--- src/rtl/ltc2333_acq_scheduler.sv ---
// Round-robin scheduler sharing one LTC2333 write engine between PS software (req 0) and the trigger path (req 1).
// Optional `define ACQ_TIMEOUT_EN adds a timeout_cycles input that aborts stuck ARM/RUN phases with an err pulse.
module ltc2333_acq_scheduler #(
    parameter int NREQ          = 2,
    parameter int NCHAN         = 8,
    parameter int RESET_CYCLES  = 4,
    parameter int SETTLE_CYCLES = 2
) (
    input  logic                    clk,
    input  logic                    aresetn,
    input  logic [NREQ-1:0]         req_valid,
    output logic [NREQ-1:0]         req_ready,
    input  logic [NREQ*NCHAN-1:0]   req_chan_mask,
    input  logic [NREQ*16-1:0]      req_n_reads,
    input  logic [NREQ*3-1:0]       req_range,
    input  logic [NREQ*32-1:0]      req_sample_period,
    output logic [NREQ-1:0]         done,
    output logic [NREQ-1:0]         err,
    output logic                    wr_reset,
    output logic                    wr_mode,
    output logic [NCHAN-1:0]        wr_active_channels,
    output logic [15:0]             wr_n_reads,
    output logic [2:0]              wr_range,
    output logic [31:0]             wr_sample_period,
    input  logic                    wr_in_progress,
`ifdef ACQ_TIMEOUT_EN
    input  logic [31:0]             timeout_cycles,
`endif
    output logic [NREQ-1:0]         owner,
    output logic                    rr_last
);

    typedef enum logic [2:0] {IDLE, ARB, LOAD, ARM, RUN} state_t;

    state_t            state_q;
    logic [NREQ-1:0]   req_ready_q, done_q, err_q, owner_q;
    logic              rr_last_q, wr_reset_q;
    logic [NCHAN-1:0]  wr_active_q;
    logic [15:0]       wr_n_reads_q;
    logic [2:0]        wr_range_q;
    logic [31:0]       wr_sample_q;
    logic [3:0]        rst_cnt_q, settle_cnt_q;
`ifdef ACQ_TIMEOUT_EN
    logic [31:0]       tmo_cnt_q;
`endif

    // Preferred requester is the one after the last grant; fall back to the other when it is idle.
    logic              pref, win;
    logic [NREQ-1:0]   win_oh;
    logic [NCHAN-1:0]  win_mask;
    logic [15:0]       win_reads;
    logic [2:0]        win_range;
    logic [31:0]       win_sample;

    assign pref       = ~rr_last_q;
    assign win        = req_valid[pref] ? pref : ~pref;
    assign win_oh     = {win, ~win};
    assign win_mask   = win ? req_chan_mask[2*NCHAN-1:NCHAN] : req_chan_mask[NCHAN-1:0];
    assign win_reads  = win ? req_n_reads[31:16] : req_n_reads[15:0];
    assign win_range  = win ? req_range[5:3] : req_range[2:0];
    assign win_sample = win ? req_sample_period[63:32] : req_sample_period[31:0];

    always_ff @(posedge clk or negedge aresetn) begin
        if (!aresetn) begin
            state_q      <= IDLE;
            req_ready_q  <= '0;
            done_q       <= '0;
            err_q        <= '0;
            owner_q      <= '0;
            rr_last_q    <= 1'b1;
            wr_reset_q   <= 1'b1;
            wr_active_q  <= '0;
            wr_n_reads_q <= '0;
            wr_range_q   <= '0;
            wr_sample_q  <= '0;
            rst_cnt_q    <= '0;
            settle_cnt_q <= '0;
`ifdef ACQ_TIMEOUT_EN
            tmo_cnt_q    <= '0;
`endif
        end else begin
            req_ready_q <= '0;
            done_q      <= '0;
            err_q       <= '0;
            case (state_q)
                IDLE: begin
                    if (|req_valid) state_q <= ARB;
                end
                ARB: begin
                    if (!(|req_valid)) begin
                        state_q <= IDLE;
                    end else begin
                        req_ready_q  <= win_oh;
                        rr_last_q    <= win;
                        owner_q      <= win_oh;
                        wr_active_q  <= win_mask;
                        wr_n_reads_q <= win_reads;
                        wr_range_q   <= win_range;
                        wr_sample_q  <= win_sample;
                        rst_cnt_q    <= '0;
                        settle_cnt_q <= '0;
`ifdef ACQ_TIMEOUT_EN
                        tmo_cnt_q    <= '0;
`endif
                        // Degenerate requests are answered without ever releasing the engine reset.
                        if (win_mask == '0) begin
                            err_q   <= win_oh;
                            owner_q <= '0;
                            state_q <= IDLE;
                        end else if (win_reads == 16'd0) begin
                            done_q  <= win_oh;
                            owner_q <= '0;
                            state_q <= IDLE;
                        end else begin
                            state_q <= LOAD;
                        end
                    end
                end
                LOAD: begin
                    if (rst_cnt_q == 4'(RESET_CYCLES - 1)) begin
                        wr_reset_q <= 1'b0;
                        state_q    <= ARM;
                    end else begin
                        rst_cnt_q <= rst_cnt_q + 4'd1;
                    end
                end
                ARM: begin
                    if (wr_in_progress) begin
                        settle_cnt_q <= '0;
                        state_q      <= RUN;
                    end
                end
                RUN: begin
                    // Short low glitches on in_progress restart the settle count.
                    if (wr_in_progress) begin
                        settle_cnt_q <= '0;
                    end else if (settle_cnt_q + 4'd1 == 4'(SETTLE_CYCLES)) begin
                        done_q     <= owner_q;
                        wr_reset_q <= 1'b1;
                        owner_q    <= '0;
                        state_q    <= IDLE;
                    end else begin
                        settle_cnt_q <= settle_cnt_q + 4'd1;
                    end
                end
                default: state_q <= IDLE;
            endcase
`ifdef ACQ_TIMEOUT_EN
            if (state_q == ARM || state_q == RUN) begin
                tmo_cnt_q <= tmo_cnt_q + 32'd1;
                if (timeout_cycles != 32'd0 && tmo_cnt_q + 32'd1 == timeout_cycles) begin
                    err_q      <= owner_q;
                    done_q     <= '0;
                    wr_reset_q <= 1'b1;
                    owner_q    <= '0;
                    state_q    <= IDLE;
                end
            end
`endif
        end
    end

    assign req_ready          = req_ready_q;
    assign done               = done_q;
    assign err                = err_q;
    assign owner              = owner_q;
    assign rr_last            = rr_last_q;
    assign wr_reset           = wr_reset_q;
    assign wr_mode            = 1'b0;
    assign wr_active_channels = wr_active_q;
    assign wr_n_reads         = wr_n_reads_q;
    assign wr_range           = wr_range_q;
    assign wr_sample_period   = wr_sample_q;

endmodule

--- config.mk ---
export PLATFORM = sky130hd
export DESIGN_NAME = ltc2333_acq_scheduler
export DESIGN_NICKNAME = d
export VERILOG_FILES = /design/src/rtl/ltc2333_acq_scheduler.sv
export SDC_FILE = /design/constraint.sdc
export NUM_CORES = 1
export LEC_CHECK = 0
export CORE_MARGIN = 8
export CORE_UTILIZATION = 37
export CTS_CLUSTER_DIAMETER = 30
export DETAILED_ROUTE_END_ITERATION = 8
export GPL_TIMING_DRIVEN = 1
export PLACE_DENSITY = 0.77
export SLEW_MARGIN = 20
export SYNTH_ARGS = -nofsm -noshare
export SYNTH_HDL_FRONTEND = slang
export SYNTH_SLANG_ARGS = --single-unit
--- constraint.sdc ---
create_clock -name clk -period 1.92 [get_ports clk]
set_clock_uncertainty 0.1 [all_clocks]
set_input_delay 0.192 -clock clk [delete_from_list [all_inputs] [get_ports clk]]
set_output_delay 0.192 -clock clk [all_outputs]
set_load 0.02 [all_outputs]
# --- Yosys cells after proc, flatten, opt, wreduce, memory -nomap -nowiden ---
# Cells that the tools add are included.
totals:
  ff_bits: 80
  inputBits: 123
  elab_cells: 90
op_classes:
  n_addsub: 2
  magnitude_cmp: 1
  eq_ne: 14
  n_mux: 44
  bitwise: 2
  reduce_logical: 14
op_table:
  columns: ["cell", "count"]
  rows:
  - ["2-bit 2-to-1 mux", 18]
  - ["32-bit 2-to-1 mux", 1]
  - ["4-bit 2-to-1 mux", 5]
  - ["3-bit 2-to-1 mux", 6]
  - ["16-bit logical NOT", 1]
  - ["16-bit 2-to-1 mux", 1]
  - ["3-bit one-hot mux with 5 select lines", 1]
  - ["2-bit inequality test (second input constant)", 7]
  - ["4-bit one-hot mux with 3 select lines", 1]
  - ["4-bit AND reduction", 3]
  - ["4-bit by 1-bit adder with 4-bit output (second input constant)", 2]
  - ["4-bit by 2-bit equality test with 1-bit output (second input constant)", 2]
  - ["8-bit logical NOT", 1]
  - ["8-bit 2-to-1 mux", 1]
  - ["2-bit one-hot mux with 2 select lines", 2]
  - ["4-bit one-hot mux with 2 select lines", 1]
  - ["3-bit by 2-bit equality test with 1-bit output (second input constant)", 2]
  - ["1-bit 2-to-1 mux", 6]
  - ["2-bit nonzero test", 3]
  - ["5-bit AND reduction", 1]
  - ["3-bit by 1-bit equality test with 1-bit output (second input constant)", 1]
  - ["3-bit equality test (second input constant)", 1]
  - ["3-bit logical NOT", 1]
  - ["3-bit inequality test (second input constant)", 1]
  - ["other kinds (7)", 8]

# --- Depth between registers and ports, before layout ---
# Gate-level depths: netlist of run 1.
logic_depth:
  depth_word: 10
  mapped_depth: 7
  depth_no_buf: 6

# --- Least setup slack after synthesis of run 1 ---
# Ideal clock, no wire load.
synth_timing:
  path_kind: "reg2reg"
  startpoint: "register rst_cnt_q[0]"
  endpoint: "register rst_cnt_q[0]"
  setup_ns: 0.125
  arrival_time_ns: 1.746
  required_ns: 1.695
  path_slack_ns: -0.051
  stages_incl_launch_ff: 6
  n_path_buf: 0
  period_less_slack_ns: 1.971
  path_cell_list: "dfrtp_1 -> ha_1 -> nor3b_1 -> or3b_2 -> a21oi_1 -> mux2_2"
synth_via:
  elab_chain_cells: 3
synth_rtl:
  columns: ["element", "line_no", "source"]
  rows:
  - ["start: declaration", "42", "logic [3:0] rst_cnt_q, settle_cnt_q;"]
  - ["start signal: assignment", "124", "rst_cnt_q <= rst_cnt_q + 4'd1;"]
  - ["4-bit by 1-bit adder with 4-bit output / 4-bit by 2-bit equality test with 1-bit output (equally long branches)", "124, 120", null]
  - ["4-bit 2-to-1 mux / 2-bit inequality test (equally long branches)", null, null]
  - ["4-bit one-hot mux with 2 select lines / 3-bit AND reduction (equally long branches)", null, null]
# Several ways; a longest one is shown, not always the timed one. The select of a mux whose other input is x is not followed.
# A chain may end at the register's enable or synchronous reset.

# --- Worst setup path in the final report of run 1 ---
layout_timing:
  startpoint: "register settle_cnt_q[1]"
  endpoint: "register settle_cnt_q[1]"
layout_via:
  elab_chain_cells: 4
layout_rtl:
  columns: ["element", "line_no", "source"]
  rows:
  - ["start: declaration", "42", null]
  - ["start signal: assignment", "143", "settle_cnt_q <= settle_cnt_q + 4'd1;"]
  - ["4-bit by 1-bit adder with 4-bit output (*)", "137, 143", null]
  - ["4-bit by 2-bit equality test with 1-bit output / 4-bit 2-to-1 mux (equally long branches)", "137", "end else if (settle_cnt_q + 4'd1 == 4'(SETTLE_CYCLES)) begin"]
  - ["3-bit inequality test (no source line) / 4-bit 2-to-1 mux (equally long branches)", null, null]
  - ["4-bit AND reduction (no source line) / 4-bit one-hot mux with 3 select lines (equally long branches)", null, null]
# Mark *: on every way between the ends. The rest lies on a longest branch, timed or not. The select of a mux whose other input is x is not followed.

==> parameters.txt, run 1 <==
Parameter                              Value

Outcome
  Run status    finished, final reports clean

Clock network
  Clock tree from TritonCTS    built
  Sinks on the clock net    80
  CTS HTree Levels    3
  Root Buffer Master    clkbuf_8
  Skew-Pair Late Insertion Delay    0.35 ns
  Clock buffer depth    2
  CTS clock-pin slew for the worst setup and hold paths    0.09 ns
  Total clock buffers created by CTS    9

Timing
  Achievable Freq    0.5283 GHz
  Final hold violation count    0
  Final number of setup-violating endpoints    0
  Final period utilization    0.9858
  Time the final worst path needs with I/O delays and setup    1.893 ns
  Count of pins over their slew limit    0
  Setup TNS after final layout    0 ns
  Setup repair after global routing missed its margin    true

Synthesis
  Synthesized instance count    375
  Register area share after synthesis    0.5178
  Register bit total from synthesis    80
  Syn_nets    501
  Fraction of synthesized cell area taken by the top area cell type    0.5042
  Number of enable flip-flop cells after synthesis    0
  Fraction of registers with async set or reset after synthesis    1.000
  Library cell with the largest summed area after synthesis    dfrtp_1
  Mean area per synthesized cell    10.32 µm²
  Most repeated cell in the gate-level netlist after synthesis    dfrtp_1
  Yosys warnings    0
  Top area cells in the synthesized netlist    dfrtp_1 (50%), mux2i_1 (16%), o21ai_0 (7.9%), nand2_1 (6.9%), nor4_1 (1.9%)
  Top post-synthesis cells by count    dfrtp_1 (78), nand2_1 (71), o21ai_0 (61)
  Netlist cell types    44
  Post-synthesis instance area    0.003871 mm²
  Main flop type after synthesis    dfrtp_1

Placed design
  Post-placement cell count    705
  GP Congestion    0.8534
  Port buffer count    191
  Post-Place Cell Area    0.006123 mm²
  Half-perimeter wire length after placement    10,530 µm

Routing
  Number of routed nets with antenna violations    0
  Routed Wire Length    13,060 µm
  DRC violations left    0
  DR WL/cell    17.95 µm
  1st-iter DRT viols    165
  Post-DR vias/cell    5.056
  Drt first pass iters    4
  Overall via count from detail_route    3,681

Worst hold path
  Type of the worst min-delay path    in -> async

Floorplan
  Placement Rows    37
  Number of ports placed on the die boundary    193
  Total Die Area    0.01399 mm²
  Core region area    0.01023 mm²
  Die X-Extent    118.3 µm
  Initial core utilization    0.3784
  Die Y-Extent    118.3 µm

Global route
  Gr ovfl total    0
  Global-route wire length before repair    20,540 µm
  Maximum number of pins on one net before global-route repair    52
  Total global routing track utilization    0.1816
  Via count of the first global-routing pass    3,936
  Initial antenna violation count    0

Setup path
  CP Data Required Time    2.07 ns
  Worst R2R Path Depth    6
  Startpoint types    register
  Flop-to-flop setup slack    0.03 ns
  Start-to-end type of the worst setup path    reg -> reg
  Crit-path max FO    4
  R2R Path Start    settle_cnt_q[1]
  Reg-to-reg endpoint    settle_cnt_q[1]
  Data arrival time of the critical path    2.04 ns
  Type of destination of the critical path    register
  Crit path from    settle_cnt_q[1]

Cells and area
  Fraction of the core area covered by cells at the end of the flow    0.6231
  Number of nets in the layout    713
  Ant. Diodes    0
  Final cell count without fillers    728
  Cell area after layout    0.006375 mm²
  Layout area overhead    64.67%
  Ratio of cells with drive above 1 in the final layout    0.1149

Power and ir drop
  Static leakage power    2.787 nW
  Maximum ir drop on the vdd rail    0.0006021 V
  Power Density    1386 mW/mm²

Run
  Total of max-cap violations    0
-- metrics by stage --
step | worst slack, ns | power (mW) | hold WS, ns
2_1_floorplan | -0.01346 | 5.308 | -0.2036
5_1_grt | -0.04581 | 9.414 | 0.2644
3_3_place_gp | -0.08301 | 7.560 | 0.07067
4_1_cts | -0.005885 | 8.867 | 0.2434
3_5_place_dp | -0.1121 | 7.716 | 0.06939
6_report | 0.02719 | 8.838 | 0.2491
-- state kept, by name (all words and copies together), names as in the netlist --
name,cells
wr_range,3
wr_n_reads,16
rst_cnt_q,4
rr_last,1
wr_active_channels,8
req_ready,2
settle_cnt_q,4
owner,2
wr_sample_period,32
wr_reset,1
done,2
err,2
state_q,3
-- per-layer routing --
layer / GRT usage / wire [µm] / vias to the layer above
met3: 0.04950 / 986 / 16
met2: 0.3300 / 6770 / 143
met1: 0.2013 / 5073 / 1762
met4: 0.05765 / 233 / 0
li1: - / - / 1760
met5: 0 / 0 / -
-- worst max-delay path, stage by stage (launching register included) --
cell and delay [ns]:
dfrtp_1 0.42, inv_2 0.08, ha_2 0.17, or4b_4 0.48, o21a_1 0.19, o31a_4 0.12
o32ai_2 0.24
-- kinds of logic after synthesis --
logic type | after synthesis | share of synthesized area
and+or+nand+nor | 111 | 0.1351
AOI/OAI and AO/OA | 90 | 0.1387
DFF | 80 | 0.5178
muxes | 63 | 0.1639
buffers and inverters | 25 | 0.02941
adders and majority gates | 3 | 0.009697
xor gates and xnor gates | 2 | 0.004526
other | 1 | 0.0009687
-- what timing repair did --
item                       4_1_cts  5_1_grt
hold buffers                     1        0
pin swaps                        2        3
gates cloned                     0        0
gates resized for setup          0        6
hold endpoints to repair        33        0
setup endpoints to repair        2        3
setup buffers                    2        4
-- how the worst max path moves through the flow --
| stage | to | slack (ns) | cells past startpoint |
|---|---|---|---|
| after floorplan | rst_cnt_q[0] | -0.01 | 5 |
| after global placement | state_q[1] | -0.08 | 5 |
| after detailed placement | state_q[1] | -0.11 | 5 |
| after CTS | settle_cnt_q[1] | -0.006 | 5 |
| after global routing | settle_cnt_q[1] | -0.05 | 5 |
| final | settle_cnt_q[1] | 0.03 | 6 |
-- cell type report --
cell class | instances | area (µm²)
clock buffers | 9 | 123.9
clock inverters | 7 | 53.80
fillers | 841 | 3856
inverters | 2 | 7.507
multi-input cells | 270 | 1793
flip-flops and latches | 80 | 2004
well taps | 136 | 170.2
repair buffers | 224 | 2222
-- layout by cell type (no fill, tap or decap), types with 3 or more instances in the layout --
master,n
a21oi_1,4
buf_12,5
buf_4,28
clkbuf_8,9
clkdlybuf4s50_1,190
clkinvlp_4,3
dfrtp_1,78
ha_2,3
mux2i_1,60
nand2_1,70
nand2b_1,3
nand3_1,3
nand4_1,3
nor2_1,3
nor3_1,5
nor4_1,12
o21ai_0,61
o22ai_1,5
-- power breakdown --
part,internal (mW),total [mW],switching [mW],leakage (nW)
combinational,2.36,4.90,2.54,1.69
sequential,2.39,2.81,0.416,1.01
clock,0.478,1.13,0.653,0.0822
total,5.23,8.84,3.60,2.79
No activity file was read; power rests on OpenSTA's default activity.
==> run 2: changes to the inputs <==
CORE_UTILIZATION = 44   (was 37)
PLACE_DENSITY = 0.86   (was 0.77)
SLEW_MARGIN = unset   (was 20)
clock period = 2.4 ns   (was 1.92 ns; I/O delays follow)
==> run 2 against run 1 <==
Cell count decreased by 7.4%. Global-route usage is 1.6 points higher. Combinational power decreased by 25%. First-iteration DRC count down 22%. Clock power fell by 13%.
==> parameters.txt, run 2 (synthesis gave the netlist of run 1 again) <==
Parameter                              Value

Timing
  Transition time of the tightest slew-check pin    0.5883 ns
  Final worst-path setup slack    0.2985 ns (was 0.02719 ns)
  Setup repair after global routing missed its margin    false (was true)
  Achievable Freq    0.4759 GHz (was 0.5283 GHz)
  Final period utilization    0.8756 (was 0.9858)
  Count of pins over their slew limit    0 (unchanged)
  Setup TNS after final layout    0 ns (unchanged)
  Time the final worst path needs with I/O delays and setup    2.101 ns (was 1.893 ns)
  Slew Limit Headroom    0.6069
  Final hold violation count    0 (unchanged)
  Worst slack on hold paths    0.2959 ns (was 0.2491 ns)
  Final number of setup-violating endpoints    0 (unchanged)

Setup path
  Startpoint types    register (unchanged)
  Type of destination of the critical path    register (unchanged)
  Data arrival time of the critical path    2.23 ns (was 2.04 ns)
  Crit-path max FO    4 (unchanged)
  CP Data Required Time    2.53 ns (was 2.07 ns)
  Start-to-end type of the worst setup path    reg -> reg (unchanged)

Placed design
  GP Congestion    0.8229 (was 0.8534)
  Post-Place Setup Slack    0.2743 ns (was -0.1121 ns)
  Post-placement cell count    657 (was 705)
  Half-perimeter wire length after placement    9545 µm (was 10,530 µm)
  Port buffer count    191 (unchanged)
  Post-Place Cell Area    0.005932 mm² (was 0.006123 mm²)

Floorplan
  Die X-Extent    109.8 µm (was 118.3 µm)
  Placement Rows    34 (was 37)
  Number of ports placed on the die boundary    193 (unchanged)
  Core region area    0.008636 mm² (was 0.01023 mm²)
  Total Die Area    0.01206 mm² (was 0.01399 mm²)
  Initial core utilization    0.4483 (was 0.3784)
  Die Y-Extent    109.8 µm (was 118.3 µm)

Clock network
  Total clock buffers created by CTS    9 (unchanged)
  Sinks on the clock net    80 (unchanged)
  Clock tree from TritonCTS    built (unchanged)
  Root Buffer Master    clkbuf_8 (unchanged)
  CTS clock-pin slew for the worst setup and hold paths    0.08 ns (was 0.09 ns)
  Skew-Pair Late Insertion Delay    0.34 ns (was 0.35 ns)
  Number of setup buffers added after CTS    0 (was 2)
  CTS HTree Levels    3 (unchanged)
  Clock buffer depth    2 (unchanged)

Cells and area
  Number of inserted filler cells in the final layout    644 (was 841)
  Cell area after layout    0.006138 mm² (was 0.006375 mm²)
  Ratio of cells with drive above 1 in the final layout    0.06537 (was 0.1149)
  Ant. Diodes    0 (unchanged)
  Fraction of the core area covered by cells at the end of the flow    0.7108 (was 0.6231)
  Area taken by flip-flops and latches    0.002004 mm² (unchanged)
  Most frequent standard cell in the layout excluding fill and tap cells    clkdlybuf4s50_1 (unchanged)
  Number of nets in the layout    687 (was 713)
  Max FFs per register    32 (unchanged)
  Combined area of the multi-input logic cells    0.001768 mm² (was 0.001793 mm²)
  Final cell count without fillers    674 (was 728)
  Top library cells by usage in the layout, fill and taps aside    clkdlybuf4s50_1 (190), dfrtp_1 (78), nand2_1 (70) (unchanged)
  Layout area overhead    58.57% (was 64.67%)

Global route
  Via count of the first global-routing pass    3,682 (was 3,936)
  Maximum number of pins on one net before global-route repair    60 (was 52)
  Gr ovfl total    0 (unchanged)
  Global-route wire length before repair    18,520 µm (was 20,540 µm)
  Total global routing track utilization    0.1974 (was 0.1816)
  Initial antenna violation count    0 (unchanged)

Power and ir drop
  Power Density    1126 mW/mm² (was 1386 mW/mm²)
  Sum of internal, switching and leakage power    6.909 mW (was 8.838 mW)
  Maximum ir drop on the vdd rail    0.0007645 V (was 0.0006021 V)
  Static leakage power    2.681 nW (was 2.787 nW)

Routing
  Overall via count from detail_route    3,524 (was 3,681)
  Drt first pass iters    4 (unchanged)
  Number of routed nets with antenna violations    0 (unchanged)
  DR WL/cell    17.83 µm (was 17.95 µm)
  Routed Wire Length    12,020 µm (was 13,060 µm)
  Post-DR vias/cell    5.228 (was 5.056)
  1st-iter DRT viols    129 (was 165)
  DRC violations left    0 (unchanged)

Outcome
  Run status    finished, final reports clean (unchanged)

Worst hold path
  Type of the worst min-delay path    in -> async (unchanged)

Run
  Total of max-cap violations    0 (unchanged)
==> run 2: cell type report <==
cell class	count	share of cell area
clock buffers	10	0.02242
multi-input cells	270	0.2880
inverters	2	0.001223
flip-flops and latches	80	0.3265
well taps	108	0.02201
repair buffers	198	0.3302
clock inverters	6	0.009580
==> run 2: critical path, stage by stage (launching register included) <==
cell and delay [ns]:
dfrtp_1 0.41, ha_1 0.24, nor3b_1 0.18, or3b_2 0.45, a21oi_1 0.25, mux2_2 0.36
==> run 2: report_power, final <==
group / internal (mW) / total [mW] / switching, mW
clock network: 0.504 / 0.987 / 0.483
logic: 1.74 / 3.67 / 1.93
registers: 1.92 / 2.26 / 0.339
total: 4.16 / 6.91 / 2.75
==> run 2: per-layer routing <==
metal,share of wire,GRT usage,vias up,wire [µm]
li1,-,-,1716,-
met1,0.37,0.2162,1660,4471
met2,0.53,0.3545,124,6322
met3,0.078,0.05275,24,939
met4,0.024,0.07715,0,284
met5,0,0,-,0
==> run 2: timing repair <==
item | in CTS | in global routing
hold buffers | 1 | 0
hold endpoints to repair | 38 | 0
gates resized for setup | 0 | 0
==> run 2: worst paths after layout <==
path / from / endpoint / slack [ns] / depth (start not counted)
worst max-delay path: rst_cnt_q[0] / rst_cnt_q[0] / 0.30 / 5
worst min-delay path: aresetn / settle_cnt_q[3] / 0.30 / 2
worst max register to register: rst_cnt_q[0] / rst_cnt_q[0] / 0.30 / 5
worst min register to register: wr_active_channels[6] / wr_active_channels[6] / 0.38 / 2
max in group asynchronous: aresetn / rr_last / 1.24 / 3
min in group clk: wr_active_channels[6] / wr_active_channels[6] / 0.38 / 2
